===== config.mk =====
export PLATFORM = sky130hd
export DESIGN_NAME = sal_req_decoder
export DESIGN_NICKNAME = d
export VERILOG_FILES = /design/src/rtl/sal_req_decoder_pkg.sv /design/src/rtl/sal_req_fifo.sv /design/src/rtl/sal_req_decoder.sv
export SDC_FILE = /design/constraint.sdc
export NUM_CORES = 1
export LEC_CHECK = 0
export ABC_AREA = 1
export ABC_CLOCK_PERIOD_IN_PS = 5600
export BUFFER_PORTS_ARGS = -buffer_cell sky130_fd_sc_hd__buf_4
export CORE_MARGIN = 4
export CORE_UTILIZATION = 60
export CTS_CLUSTER_SIZE = 8
export DETAILED_ROUTE_END_ITERATION = 16
export PLACE_DENSITY = 0.85
export SYNTH_ARGS = -nofsm -noshare
export SYNTH_HDL_FRONTEND = slang
export SYNTH_HIERARCHICAL = 1
export SYNTH_SLANG_ARGS = --single-unit

===== constraint.sdc =====
create_clock -name clk -period 5.6 [get_ports clk]
set_input_delay 1.12 -clock clk [delete_from_list [all_inputs] [get_ports clk]]
set_output_delay 1.12 -clock clk [all_outputs]
set_load 0.005 [all_outputs]

===== src/rtl/sal_req_decoder_pkg.sv =====
// Shared widths, address-field positions and the queued request entry for the
// DRAM controller request front end.
package sal_req_decoder_pkg;

    localparam int ADDR_WIDTH   = 32;
    localparam int ID_WIDTH     = 4;
    localparam int LEN_WIDTH    = 4;
    localparam int OFFSET_WIDTH = 3;
    localparam int CA_WIDTH     = 10;
    localparam int BA_WIDTH     = 2;
    localparam int RA_WIDTH     = 16;

    localparam int CA_LSB = OFFSET_WIDTH;
    localparam int BA_LSB = CA_LSB + CA_WIDTH;
    localparam int RA_LSB = BA_LSB + BA_WIDTH;

    typedef struct packed {
        logic                 wr;
        logic [BA_WIDTH-1:0]  ba;
        logic [RA_WIDTH-1:0]  ra;
        logic [CA_WIDTH-1:0]  ca;
        logic [ID_WIDTH-1:0]  id;
        logic [LEN_WIDTH-1:0] len;
    } req_entry_t;

    localparam int ENTRY_WIDTH = $bits(req_entry_t);

    // Offset bits and bits above the row field are deliberately dropped.
    function automatic req_entry_t decode_req(input logic                  wr,
                                              input logic [ADDR_WIDTH-1:0] addr,
                                              input logic [ID_WIDTH-1:0]   id,
                                              input logic [LEN_WIDTH-1:0]  len);
        req_entry_t e;
        e.wr  = wr;
        e.ba  = addr[BA_LSB +: BA_WIDTH];
        e.ra  = addr[RA_LSB +: RA_WIDTH];
        e.ca  = addr[CA_LSB +: CA_WIDTH];
        e.id  = id;
        e.len = len;
        return e;
    endfunction

endpackage


===== src/rtl/sal_req_fifo.sv =====
// Show-ahead synchronous FIFO: the head entry is visible on pop_data_o whenever
// the queue is non-empty. Push while full and pop while empty are ignored.
module sal_req_fifo #(
    parameter int WIDTH = 8,
    parameter int DEPTH = 4
) (
    input  logic                     clk,
    input  logic                     rst_n,
    input  logic                     push_i,
    input  logic [WIDTH-1:0]         push_data_i,
    input  logic                     pop_i,
    output logic [WIDTH-1:0]         pop_data_o,
    output logic                     full_o,
    output logic                     empty_o,
    output logic [$clog2(DEPTH):0]   count_o
);

    localparam int PTR_W = $clog2(DEPTH);
    localparam int CNT_W = PTR_W + 1;

    logic [WIDTH-1:0] mem_q [DEPTH];
    logic [PTR_W-1:0] wr_ptr_q, wr_ptr_d;
    logic [PTR_W-1:0] rd_ptr_q, rd_ptr_d;
    logic [CNT_W-1:0] count_q, count_d;
    logic             push_s;
    logic             pop_s;

    assign full_o     = (count_q == CNT_W'(DEPTH));
    assign empty_o    = (count_q == {CNT_W{1'b0}});
    assign count_o    = count_q;
    assign pop_data_o = mem_q[rd_ptr_q];
    assign push_s     = push_i & ~full_o;
    assign pop_s      = pop_i & ~empty_o;

    // Next-state pointers and occupancy; pointers wrap naturally (DEPTH is a power of 2).
    always_comb begin
        wr_ptr_d = wr_ptr_q;
        rd_ptr_d = rd_ptr_q;
        count_d  = count_q;
        if (push_s) begin
            wr_ptr_d = wr_ptr_q + PTR_W'(1);
        end else begin
            wr_ptr_d = wr_ptr_q;
        end
        if (pop_s) begin
            rd_ptr_d = rd_ptr_q + PTR_W'(1);
        end else begin
            rd_ptr_d = rd_ptr_q;
        end
        case ({push_s, pop_s})
            2'b10:   count_d = count_q + CNT_W'(1);
            2'b01:   count_d = count_q - CNT_W'(1);
            default: count_d = count_q;
        endcase
    end

    // Pointer and occupancy registers, cleared by reset.
    always_ff @(posedge clk) begin
        if (!rst_n) begin
            wr_ptr_q <= {PTR_W{1'b0}};
            rd_ptr_q <= {PTR_W{1'b0}};
            count_q  <= {CNT_W{1'b0}};
        end else begin
            wr_ptr_q <= wr_ptr_d;
            rd_ptr_q <= rd_ptr_d;
            count_q  <= count_d;
        end
    end

    // Entry storage; contents are meaningless until covered by count_q.
    always_ff @(posedge clk) begin
        if (push_s) begin
            mem_q[wr_ptr_q] <= push_data_i;
        end
    end

endmodule


===== src/rtl/sal_req_decoder.sv =====
// AXI AW/AR request front end: round-robin arbitration, bank/row/column decode,
// and a show-ahead queue feeding the bank controller.
module sal_req_decoder
    import sal_req_decoder_pkg::*;
#(
    parameter int FIFO_DEPTH = 4
) (
    input  logic                  clk,
    input  logic                  rst_n,
    input  logic                  awvalid_i,
    output logic                  awready_o,
    input  logic [ID_WIDTH-1:0]   awid_i,
    input  logic [ADDR_WIDTH-1:0] awaddr_i,
    input  logic [LEN_WIDTH-1:0]  awlen_i,
    input  logic                  arvalid_i,
    output logic                  arready_o,
    input  logic [ID_WIDTH-1:0]   arid_i,
    input  logic [ADDR_WIDTH-1:0] araddr_i,
    input  logic [LEN_WIDTH-1:0]  arlen_i,
    output logic                  req_valid_o,
    input  logic                  req_ready_i,
    output logic                  req_wr_o,
    output logic [BA_WIDTH-1:0]   req_ba_o,
    output logic [RA_WIDTH-1:0]   req_ra_o,
    output logic [CA_WIDTH-1:0]   req_ca_o,
    output logic [ID_WIDTH-1:0]   req_id_o,
    output logic [LEN_WIDTH-1:0]  req_len_o
);

    localparam int CNT_W = $clog2(FIFO_DEPTH) + 1;

    logic             last_wr_q, last_wr_d;
    logic             aw_grant_s;
    logic             ar_grant_s;
    logic             fifo_full_s;
    logic             fifo_empty_s;
    logic [CNT_W-1:0] fifo_count_s;
    req_entry_t       push_entry_s;
    req_entry_t       head_entry_s;
    logic             unused_addr_s;

    assign unused_addr_s = ^{awaddr_i[ADDR_WIDTH-1:RA_LSB+RA_WIDTH], awaddr_i[OFFSET_WIDTH-1:0],
                             araddr_i[ADDR_WIDTH-1:RA_LSB+RA_WIDTH], araddr_i[OFFSET_WIDTH-1:0]};

    // Grant selection: a lone requester wins; on contention last_wr_q picks the other side.
    always_comb begin
        aw_grant_s = 1'b0;
        ar_grant_s = 1'b0;
        if (rst_n && !fifo_full_s) begin
            if (awvalid_i && (!arvalid_i || !last_wr_q)) begin
                aw_grant_s = 1'b1;
            end else if (arvalid_i) begin
                ar_grant_s = 1'b1;
            end else begin
                aw_grant_s = 1'b0;
                ar_grant_s = 1'b0;
            end
        end else begin
            aw_grant_s = 1'b0;
            ar_grant_s = 1'b0;
        end
    end

    // Round-robin history moves only on an accepted request.
    always_comb begin
        last_wr_d = last_wr_q;
        if (aw_grant_s) begin
            last_wr_d = 1'b1;
        end else if (ar_grant_s) begin
            last_wr_d = 1'b0;
        end else begin
            last_wr_d = last_wr_q;
        end
    end

    // Round-robin history register; reset prefers the write channel.
    always_ff @(posedge clk) begin
        if (!rst_n) begin
            last_wr_q <= 1'b0;
        end else begin
            last_wr_q <= last_wr_d;
        end
    end

    assign push_entry_s = aw_grant_s ? decode_req(1'b1, awaddr_i, awid_i, awlen_i)
                                     : decode_req(1'b0, araddr_i, arid_i, arlen_i);

    sal_req_fifo #(
        .WIDTH (ENTRY_WIDTH),
        .DEPTH (FIFO_DEPTH)
    ) u_fifo (
        .clk         (clk),
        .rst_n       (rst_n),
        .push_i      (aw_grant_s | ar_grant_s),
        .push_data_i (push_entry_s),
        .pop_i       (req_ready_i & ~fifo_empty_s),
        .pop_data_o  (head_entry_s),
        .full_o      (fifo_full_s),
        .empty_o     (fifo_empty_s),
        .count_o     (fifo_count_s)
    );

    assign awready_o   = aw_grant_s;
    assign arready_o   = ar_grant_s;
    assign req_valid_o = (fifo_count_s != {CNT_W{1'b0}});
    assign req_wr_o    = head_entry_s.wr;
    assign req_ba_o    = head_entry_s.ba;
    assign req_ra_o    = head_entry_s.ra;
    assign req_ca_o    = head_entry_s.ca;
    assign req_id_o    = head_entry_s.id;
    assign req_len_o   = head_entry_s.len;

endmodule

Word-level counts from Yosys, hierarchy flattened. Memory sizes are Yosys's and may differ from the RTL's. A register that Yosys moved wholly into a read port is not among the register bits. Index checks and enable logic that the tools add are counted.

Register bits: 8. Bits in writable memories: 148. Memories: 1.

Memories: u_fifo.mem_q (depth 4, bits a word 37, rd ports 1, clocked after Yosys merged registers in 1, write ports 1, RTL line sal_req_fifo.sv:21) `logic [WIDTH-1:0] mem_q [DEPTH];`.

Add/sub/neg operators: 4. Equal/unequal tests: 3. Multiplexer cells: 13. Bitwise gates (word level): 6. Reductions and logical operators: 10.

Operators by type and width (count): $mux 37 (1); $mux 1 (9); $pmux 3 s2 (1); $add 2x1->2 const B (2); $mux 2 (2); $reduce_bool 2->1 (2); $add 3x1->3 const B (1); $and 1x1->1 (3); $eq 3x3->1 const B (1); $logic_not 1->1 (3); $logic_not 3->1 (1); $reduce_bool 3->1 (1); $sub 3x1->3 const B (1); $eq 2x1->1 const B (1); $eq 2x2->1 const B (1); $logic_and 1x1->1 (2); $not 1->1 (2); $logic_or 1x1->1 (1); $or 1x1->1 (1).

Logic depth before layout (Yosys ltp). Gate-level depths: netlist of run 1.

Depth in word-level cells: 9. Gate-level depth with buffers: 17.

By module. Netlist of run 1, hierarchy kept.

By module, submodules not included: sal_req_fifo (times used 1, cells an instance 428, area each 5972.0 um^2); sal_req_decoder (times used 1, cells an instance 181, area each 984.7 um^2).

Worst setup path before layout of run 1. No wires, ideal clock.

Path type: input to register. From: in rst_n. To: mem u_fifo/mem_q[0][0] (netlist bit) (enable). Data arrival time: 3.273 ns. Path slack: 1.896 ns. Stages on the path: 7. Path buffers: 1. Cells stage by stage: inv_2 > nor2_4 > buf_6 > nand3_1 > nand2_1 > nand2_1 > nor2_1.

Cells in the longest elaborated chain, start to end: 6. Elaborated cells on any way between the ends: 7. Those cells by class: mux: 4; bitwise: 2; reduce/logical: 1.

Ends and longest elaborated chain: from (decl) (RTL line sal_req_decoder.sv:9) `input logic rst_n,`; $logic_and 1x1->1 (*) (RTL line sal_req_decoder.sv:49) `if (rst_n && !fifo_full_s) begin`; $mux 1 (RTL line sal_req_decoder.sv:49); $or 1x1->1 (*) (RTL line sal_req_decoder.sv:94) `.push_i (aw_grant_s | ar_grant_s),`; $and 1x1->1 (*) (RTL line sal_req_fifo.sv:32) `assign push_s = push_i & ~full_o;`; $mux 1 (*) (RTL line sal_req_fifo.sv:72) `if (push_s) begin`; $mux 1 (not written as such) (*) (RTL line sal_req_fifo.sv:73) `mem_q[wr_ptr_q] <= push_data_i;`; to (decl) (RTL line sal_req_fifo.sv:21).

Mark *: on every way between the ends. The rest lies on a longest branch, timed or not.

==> results.cfg, run 1 <==
[outcome]
status = finished, final reports clean

[yosys]
synth_top_area_share_pct = 63.9
synth_area_leaders = edfxtp_1, nor2_1, o21bai_1
synth_area_um2 = 6960
syn_inst = 609
ys_seq_area_share_pct = 66.8
ys_types = 23
syn_avg_cell_area_um2 = 11.4
yosysTopAreaCell = edfxtp_1
synth_fp_nets = 700
synth_seq_cells = 158
yosys_warnings = 6

[global_routing]
grt_usage_pct = 23.6
grt_pass1_wl_um = 23600
grt_pass1_vias = 4970
antenna_found_initial = 0
overflow = 0
grt_max_degree = 76

[sta]
relSlewSlack_pct = 18.9
clock_skew_ns = 0.0123
finalCriticalPeriod_ns = 3.82
drv_slew = 0
hold_viol = 0
period_share_pct = 68.3
finalSetupViolations = 0
tns_ns = 0
fmax_ghz = 0.262
tightest_slew_ns = 1.21
grt_setup_unrepaired = no

[worst_setup_path]
path_delay_family = buffers and inverters
critPathMostFrequentCell = buf_4
cp.required_ns = 4.48
cp.buffers_inverters = 4
criticalPathCategory = flip-flop to output port
end_kind = output port
cp_max_fo = 75
arrival_ns = 2.70
critPathSlowestCell = buf_4
crit_chain = buf_4, inv_2, buf_4, o21ai_0, o22ai_1, buf_4
cp-start-kind = flip-flop
reg2reg_from = u_fifo/count_o[1]$_SDFFE_PN0P_
cpPeakStageDelay_ns = 0.53

[clocking]
cts_setup_buffers = 0
post_cts_resized = 0
numCtsBuffers = 17
clk_pin_slew_ns = 0.06
h-tree-depth = 4
cts_tree = yes
clk_latency_ns = 0.42
cts_root_buf = clkbuf_16
cts_hold_buf = 0
cts_sinks = 158
clock_path_buffers = 2

[floorplan]
initial_core_util_pct = 61.2
rows = 39
core_um2 = 11400
die_w_um = 116
ios = 125
dieHeight_um = 116
die_area_um2 = 13400

[drt]
wl_um = 15600
ant_nets = 0
drt-initial-drc-count = 442
dr.pass1.iters = 5
routedWlPerCell_um = 18.1
vias = 5034
drc = 0
viasPerCell = 5.83

[power_and_ir_drop]
power_density_nw_per_um2 = 399
power_mw = 3.33
leakage_nw = 3.30
vdd_drop_max_uv = 266

[worst_hold_path]
hold_start = last_wr_q$_SDFFE_PN0P_
hp-class = flip-flop to flip-flop

[cells_and_area]
final_cell_mix = edfxtp_1, buf_4, nor2_1, inv_1, nand2_1
syn_to_final_growth_pct = 19.9
final_common_cell = edfxtp_1
antenna_cells = 0
final_core_util_pct = 73.4
drive_gt1_share_pct = 22.4
fillCellCount = 722
nets = 798

[place]
portBuffers = 116
hpwlAfterDp_um = 9200
finalWeightedCongestion = 0.758

[flow_run]
maxCapViolations = 0
-- synthesized netlist by cell type --
cell type	n
a21oi_1	6
buf_2	17
buf_4	2
buf_6	11
clkbuf_1	10
clkbuf_2	1
dfxtp_1	10
edfxtp_1	148
fa_1	1
ha_1	5
inv_1	59
inv_2	2
nand2_1	54
nand2_2	3
nand3_1	6
nand4_1	36
nor2_1	86
nor2_4	1
o21ai_0	48
o21ai_1	29
o21bai_1	36
o22ai_1	37
or3_1	1
-- cell type report --
type / count / area [µm²] / share of cell area, %
tap: 143 / 179 / 2.14
sequential: 158 / 4650 / 55.7
multi-input combinational: 349 / 1850 / 22.1
inverter: 61 / 229 / 2.74
clock inverter: 13 / 109 / 1.30
timing repair buffer: 120 / 901 / 10.8
clock buffer: 19 / 433 / 5.19
-- cells by family (layout without fill, tap and decap cells) --
kind of cell               Yosys count  count (layout)  share of synthesized area [%]
and+or+nand+nor                    187             187                           11.7
buffers and inverters              102             213                           7.12
adders and majority gates            6               6                           1.19
DFF                                158             158                           66.8
AOI/OAI and AO/OA                  156             156                           13.2
-- worst register-to-register path: cells and delay by family (launching register included) --
| family | cells | cell delay [ns] |
|---|---|---|
| DFF | 1 | 0.37 |
| buffers and inverters | 1 | 0.10 |
| and+or+nand+nor | 7 | 2.68 |
-- flip-flops by register name (all words and copies together) (netlist names), named ones only --
name             count
u_fifo/mem_q       148
u_fifo/count_o       3
u_fifo/rd_ptr_q      2
u_fifo/wr_ptr_q      2
last_wr_q            1
-- where the power goes --
part           total (mW)  internal [mW]  switching (mW)  leakage, nW
Sequential           1.48           1.44          0.0338         1.44
Combinational       0.819          0.320           0.500         1.60
Clock                1.04          0.575           0.460        0.252
-- final timing paths --
| path | cells after the start | endpoint | slack [ns] |
|---|---|---|---|
| hold / removal | 2 | last_wr_q$_SDFFE_PN0P_ | 0.48 |
| setup reg to reg | 8 | u_fifo/mem_q[2][34]$_DFFE_PP_ | 2.03 |
| setup / recovery | 6 | req_ba_o[1] | 1.78 |
| hold reg to reg | 2 | last_wr_q$_SDFFE_PN0P_ | 0.48 |
-- per-layer routing --
| layer | global-route usage, % | up-vias | part of all wire [%] |
|---|---|---|---|
| met5 | 0 | - | 0 |
| met4 | 8.66 | 0 | 1.8 |
| met3 | 4.86 | 26 | 7.7 |
| met2 | 42.6 | 224 | 53 |
| met1 | 27.9 | 2414 | 38 |
| li1 | - | 2370 | - |
-- through the flow --
step	hold WS, ns	instance area, µm²	cells	setup slack [ns]
after floorplan	0.450	6960	609	1.90
after global placement	0.464	7800	831	1.52
after detailed placement	0.472	7800	831	1.43
after CTS	0.481	8340	863	1.80
after global routing	0.502	8340	863	1.60
final	0.480	8340	863	1.78
(Power assumes the default switching activity.)
==> run 2, diff against run 1 <==
ABC_CLOCK_PERIOD_IN_PS = 3800   (was 5600)
CORE_UTILIZATION = 56   (was 60)
PLACE_DENSITY = 0.8   (was 0.85)
clock period = 3.8 ns   (was 5.6 ns; I/O delays follow)
==> run 2 against run 1 <==
Against the previous run: final area is 2.5% higher; total power increased by 55%; sequential power grew 47%; critical path type unchanged.
==> results.cfg, run 2 (synthesis results as in run 1) <==
[global_routing]
overflow = 0
grt_pass1_wl_um = 25500
grt_max_degree = 75
grt_usage_pct = 23.4
grt_pass1_vias = 4987
antenna_found_initial = 0

[cells_and_area]
largest_register_ffs = 148
nets = 808
antenna_cells = 0
syn_to_final_growth_pct = 22.9
finalInstanceArea_um2 = 8550
top_register = u_fifo/mem_q
final_common_cell = edfxtp_1
final_cell_mix = edfxtp_1, buf_4, nor2_1, inv_1, nand2_1
drive_gt1_share_pct = 23.0

[sta]
tightest_slew_ns = 0.866
fmax_ghz = 0.327
hold_viol = 0
whs_ns = 0.482
drv_slew = 0
grt_setup_unrepaired = no
tns_ns = 0
clock_skew_ns = 0.00623
period_share_pct = 80.5
relSlewSlack_pct = 42.2
finalSetupViolations = 0
finalCriticalPeriod_ns = 3.06

[drt]
vias = 5160
ant_nets = 0
wl_um = 16700
routedWlPerCell_um = 18.6
drc = 0
viasPerCell = 5.75
dr.pass1.iters = 5
drt-initial-drc-count = 398

[worst_hold_path]
hold_depth = 2
hp-class = flip-flop to flip-flop

[floorplan]
rows = 40
initial_core_util_pct = 57.7
die_area_um2 = 14300
die_w_um = 119
dieHeight_um = 119
core_um2 = 12100
ios = 125

[power_and_ir_drop]
internal_power_mw = 3.71
p_clk_share_pct = 33.6
power_density_nw_per_um2 = 603
vdd_drop_max_uv = 369
seq_power_share_pct = 42.2
p_sw_mw = 1.44
leakage_nw = 3.39
comb_power_share_pct = 24.2
p_sw_share_pct = 28.0

[clocking]
cts_setup_buffers = 0
cts_sinks = 158
cts_hold_buf = 0
cts_root_buf = clkbuf_16
clk_latency_ns = 0.41
clock_path_buffers = 2
cts_tree = yes
post_cts_resized = 0
h-tree-depth = 4
clk_pin_slew_ns = 0.06
numCtsBuffers = 17

[worst_setup_path]
criticalPathCategory = flip-flop to output port
arrival_ns = 2.30
cp.required_ns = 3.04
cp-start-kind = flip-flop
cp_max_fo = 51
r2r_cells = 15
end_kind = output port

[place]
finalWeightedCongestion = 0.852
hpwlAfterDp_um = 10100
portBuffers = 116
dpl-instance-area_um2 = 7950

[flow_run]
maxCapViolations = 0

[outcome]
status = finished, final reports clean
==> run 2: path summary, 6_finish.rpt <==
kind                                        from                             end  slack [ns]
setup / recovery                       flip-flop                     req_ra_o[4]        0.74
hold reg to reg           last_wr_q$_SDFFE_PN0P_          last_wr_q$_SDFFE_PN0P_        0.48
setup reg to reg  u_fifo/count_o[1]$_SDFFE_PN0P_  u_fifo/count_o[2]$_SDFFE_PN0P_        0.93
hold / removal            last_wr_q$_SDFFE_PN0P_          last_wr_q$_SDFFE_PN0P_        0.48
==> run 2: critical path, cell delays in order, from the launching register on <==
cell and delay (ns):
dfxtp_2 0.32, inv_2 0.62, buf_4 0.41, o21ai_1 0.12, o22ai_1 0.23, buf_4 0.17
==> run 2: power groups by stage <==
stage          logic, mW  clock network [mW]  registers, mW
2_1_floorplan      0.714                   0           2.20
3_3_place_gp        1.19                   0           2.20
3_5_place_dp        1.24                   0           2.21
4_1_cts             1.25                1.75           2.18
5_1_grt             1.36                1.83           2.19
6_report            1.25                1.73           2.18
==> run 2: routing by layer <==
layer	share of wire, %	track usage, %	wire [µm]
met1	40	28.8	6590
met2	51	40.5	8470
met3	7.8	5.65	1310
met4	1.9	8.09	314
met5	0	0	0
==> run 2: layout make-up <==
class	instances	area (µm²)
clock buffer	20	437
fill	816	3510
timing repair buffer	130	1010
sequential	158	4650
inverter	61	229
tap	168	210
clock inverter	11	168
multi-input combinational	349	1850
==> run 2: metrics by stage <==
step	power (mW)	worst slack [ns]	instances	util, %
final	5.15	0.741	897	70.9
after global routing	5.37	0.607	897	70.9
after CTS	5.17	0.768	897	70.9
after detailed placement	3.45	0.687	866	65.9
after global placement	3.39	0.777	866	65.9
after floorplan	2.92	0.456	609	-
==> run 3, diff against run 2 <==
ABC_AREA = 0   (was 1)
ABC_CLOCK_PERIOD_IN_PS = 2700   (was 3800)
CORE_UTILIZATION = 50   (was 56)
PLACE_DENSITY = 0.76   (was 0.8)
clock period = 2.7 ns   (was 3.8 ns; I/O delays follow)
==> run 3 against run 2 <==
Against the previous run: global-route usage decreased by 7.4 points; critical path depth increased by 6; largest cell class unchanged; total power increased by 17%; routed wire length decreased by 33%; critical endpoint is now u_fifo/count_o[2]$_SDFFE_PN0P_; highest routed layer unchanged; sequential share of layout area increased by 2.3 points; non-clock buffer count decreased by 2; synthesized cell count decreased by 51%; combinational power decreased by 35%; via count decreased by 39%.
==> results.cfg, run 3 <==
[drt]
dr.pass1.iters = 4
vias = 3170
wl_um = 11200
routedWlPerCell_um = 18.1
drt-initial-drc-count = 185
viasPerCell = 5.12
drc = 0
ant_nets = 0

[clocking]
cts_tree = yes
clk_pin_slew_ns = 0.06
clk_latency_ns = 0.40
numCtsBuffers = 17
post_cts_resized = 0
clock_path_buffers = 2
cts_hold_buf = 0
cts_sinks = 158
h-tree-depth = 4
cts_setup_buffers = 0
cts_root_buf = clkbuf_16

[floorplan]
die_area_um2 = 14900
core_um2 = 12700
dieHeight_um = 122
die_w_um = 122
rows = 41
ios = 125
initial_core_util_pct = 51.3

[cells_and_area]
fillCellCount = 900
antenna_cells = 0
nets = 525
final_common_cell = edfxtp_1
multi_input_area_um2 = 1720
regArea_um2 = 4650
final_cell_mix = edfxtp_1, buf_4, mux4_2, mux2_4, clkbuf_16
final_cells = 619
largest_register_ffs = 148
syn_to_final_growth_pct = 25.8
drive_gt1_share_pct = 53.2
top_register = u_fifo/mem_q

[sta]
hold_viol = 0
finalSetupViolations = 0
drv_slew = 0
fmax_ghz = 0.417
clock_skew_ns = 0.00751
grt_setup_unrepaired = no
tns_ns = 0
finalCriticalPeriod_ns = 2.40
period_share_pct = 88.8
relSlewSlack_pct = 68.7
tightest_slew_ns = 0.469

[global_routing]
grt_pass1_vias = 3398
grt_max_degree = 38
antenna_found_initial = 0
grt_usage_pct = 16.1
overflow = 0
grt_pass1_wl_um = 17800

[power_and_ir_drop]
leakage_nw = 2.99
vdd_drop_max_uv = 443
power_mw = 6.01
power_density_nw_per_um2 = 733

[yosys]
synth-async-reset-ratio_pct = 0
ys_top_cells_by_count = edfxtp_1, mux4_2, mux2_4, dfxtp_1
syn_inst = 300
synth_top_area_share_pct = 68.1
yosysTopAreaCell = edfxtp_1
synthFlopType = edfxtp_1
ys_types = 33
synth_edf_count = 148
synth_seq_cells = 158
ys_seq_area_share_pct = 71.2
synth_area_leaders = edfxtp_1, mux4_2, mux2_4
synth_area_um2 = 6520
yosys_warnings = 6
syn_avg_cell_area_um2 = 21.7
post-synth-top-count-cell = edfxtp_1
synth_fp_nets = 391

[worst_setup_path]
cp.required_ns = 3.03
criticalPathCategory = flip-flop to flip-flop
arrival_ns = 2.73
cp_max_fo = 5
end_kind = flip-flop
cp-start-kind = flip-flop

[flow_run]
maxCapViolations = 0

[place]
finalWeightedCongestion = 0.720
dp_cells = 587
portBuffers = 116
hpwlAfterDp_um = 7190

[worst_hold_path]
hp-class = input port to flip-flop

[outcome]
status = finished, final reports clean
## run 3: cell count changes in the layout (fill, tap and decap cells not counted), moves of 5 or more
cell,change
a21oi_1,-5
inv_1,-51
mux2_2,+7
mux2_4,+29
mux4_2,+37
nand2_1,-46
nand3_1,-6
nand4_1,-36
nor2_1,-82
nor2_4,-5
o21ai_0,-43
o21ai_1,-29
o21bai_1,-36
o22ai_1,-37
## run 3: per-stage QoR
| step | utilization [%] | hold slack, ns | setup WS [ns] | instance area [µm²] |
|---|---|---|---|---|
| 2_1_floorplan | - | 0.456 | 0.288 | 6520 |
| 3_3_place_gp | 59.9 | 0.471 | 0.315 | 7620 |
| 3_5_place_dp | 59.9 | 0.478 | 0.253 | 7620 |
| 4_1_cts | 64.5 | 0.339 | 0.300 | 8210 |
| 5_1_grt | 64.5 | 0.352 | 0.110 | 8210 |
| 6_report | 64.5 | 0.355 | 0.304 | 8210 |
## run 3: routing by layer
metal | wire (µm) | vias to the layer above | part of all wire [%] | global-route usage [%]
li1 | - | 1485 | - | -
met1 | 4830 | 1579 | 43 | 21.9
met2 | 5570 | 101 | 50 | 25.5
met3 | 752 | 5 | 6.7 | 5.16
met4 | 62 | 0 | 0.55 | 3.99
met5 | 0 | - | 0 | 0
## run 3: report_power, final
part	switching, mW	internal, mW	total [mW]	leakage (nW)
Clock	0.860	1.45	2.31	0.272
Sequential	0.0425	2.85	2.89	1.43
Combinational	0.342	0.469	0.811	1.28
## run 3: worst max-delay path: stages (launching register included)
cell and delay (ns):
dfxtp_1 0.39, nor3b_2 0.32, nor2b_4 0.09, o21a_1 0.11
nor2b_1 0.14, inv_2 0.06, ha_1 0.18, inv_1 0.06
fa_1 0.38, xor2_1 0.15, or3_1 0.30, a21boi_1 0.15
## run 3: area by class of cell
cell class | count | area share [%]
clock buffer | 22 | 5.41
clock inverter | 10 | 1.69
tap | 172 | 2.62
timing repair buffer | 128 | 12.3
sequential | 158 | 56.6
inverter | 9 | 0.412
multi-input combinational | 120 | 20.9
## run 3: path summary, 6_finish.rpt
path	from	slack (ns)	to	depth (start not counted)
min	arvalid_i	0.35	last_wr_q$_SDFFE_PN0P_	2
min reg2reg	u_fifo/rd_ptr_q[1]$_SDFFE_PN0P_	0.49	flip-flop	2
max	u_fifo/count_o[2]$_SDFFE_PN0P_	0.30	u_fifo/count_o[2]$_SDFFE_PN0P_	11
max reg2reg	u_fifo/count_o[2]$_SDFFE_PN0P_	0.30	u_fifo/count_o[2]$_SDFFE_PN0P_	11
## run 3: cell families after synthesis
| family | Yosys count | synth area share [%] |
|---|---|---|
| AO/OA/AOI/OAI | 10 | 0.940 |
| XOR/XNOR | 2 | 0.269 |
| adder cells (fa/ha/maj) | 6 | 1.27 |
| buffers and inverters | 22 | 2.57 |
| flip-flops | 158 | 71.2 |
| multiplexers | 75 | 21.0 |
| AND/OR/NAND/NOR | 27 | 2.80 |
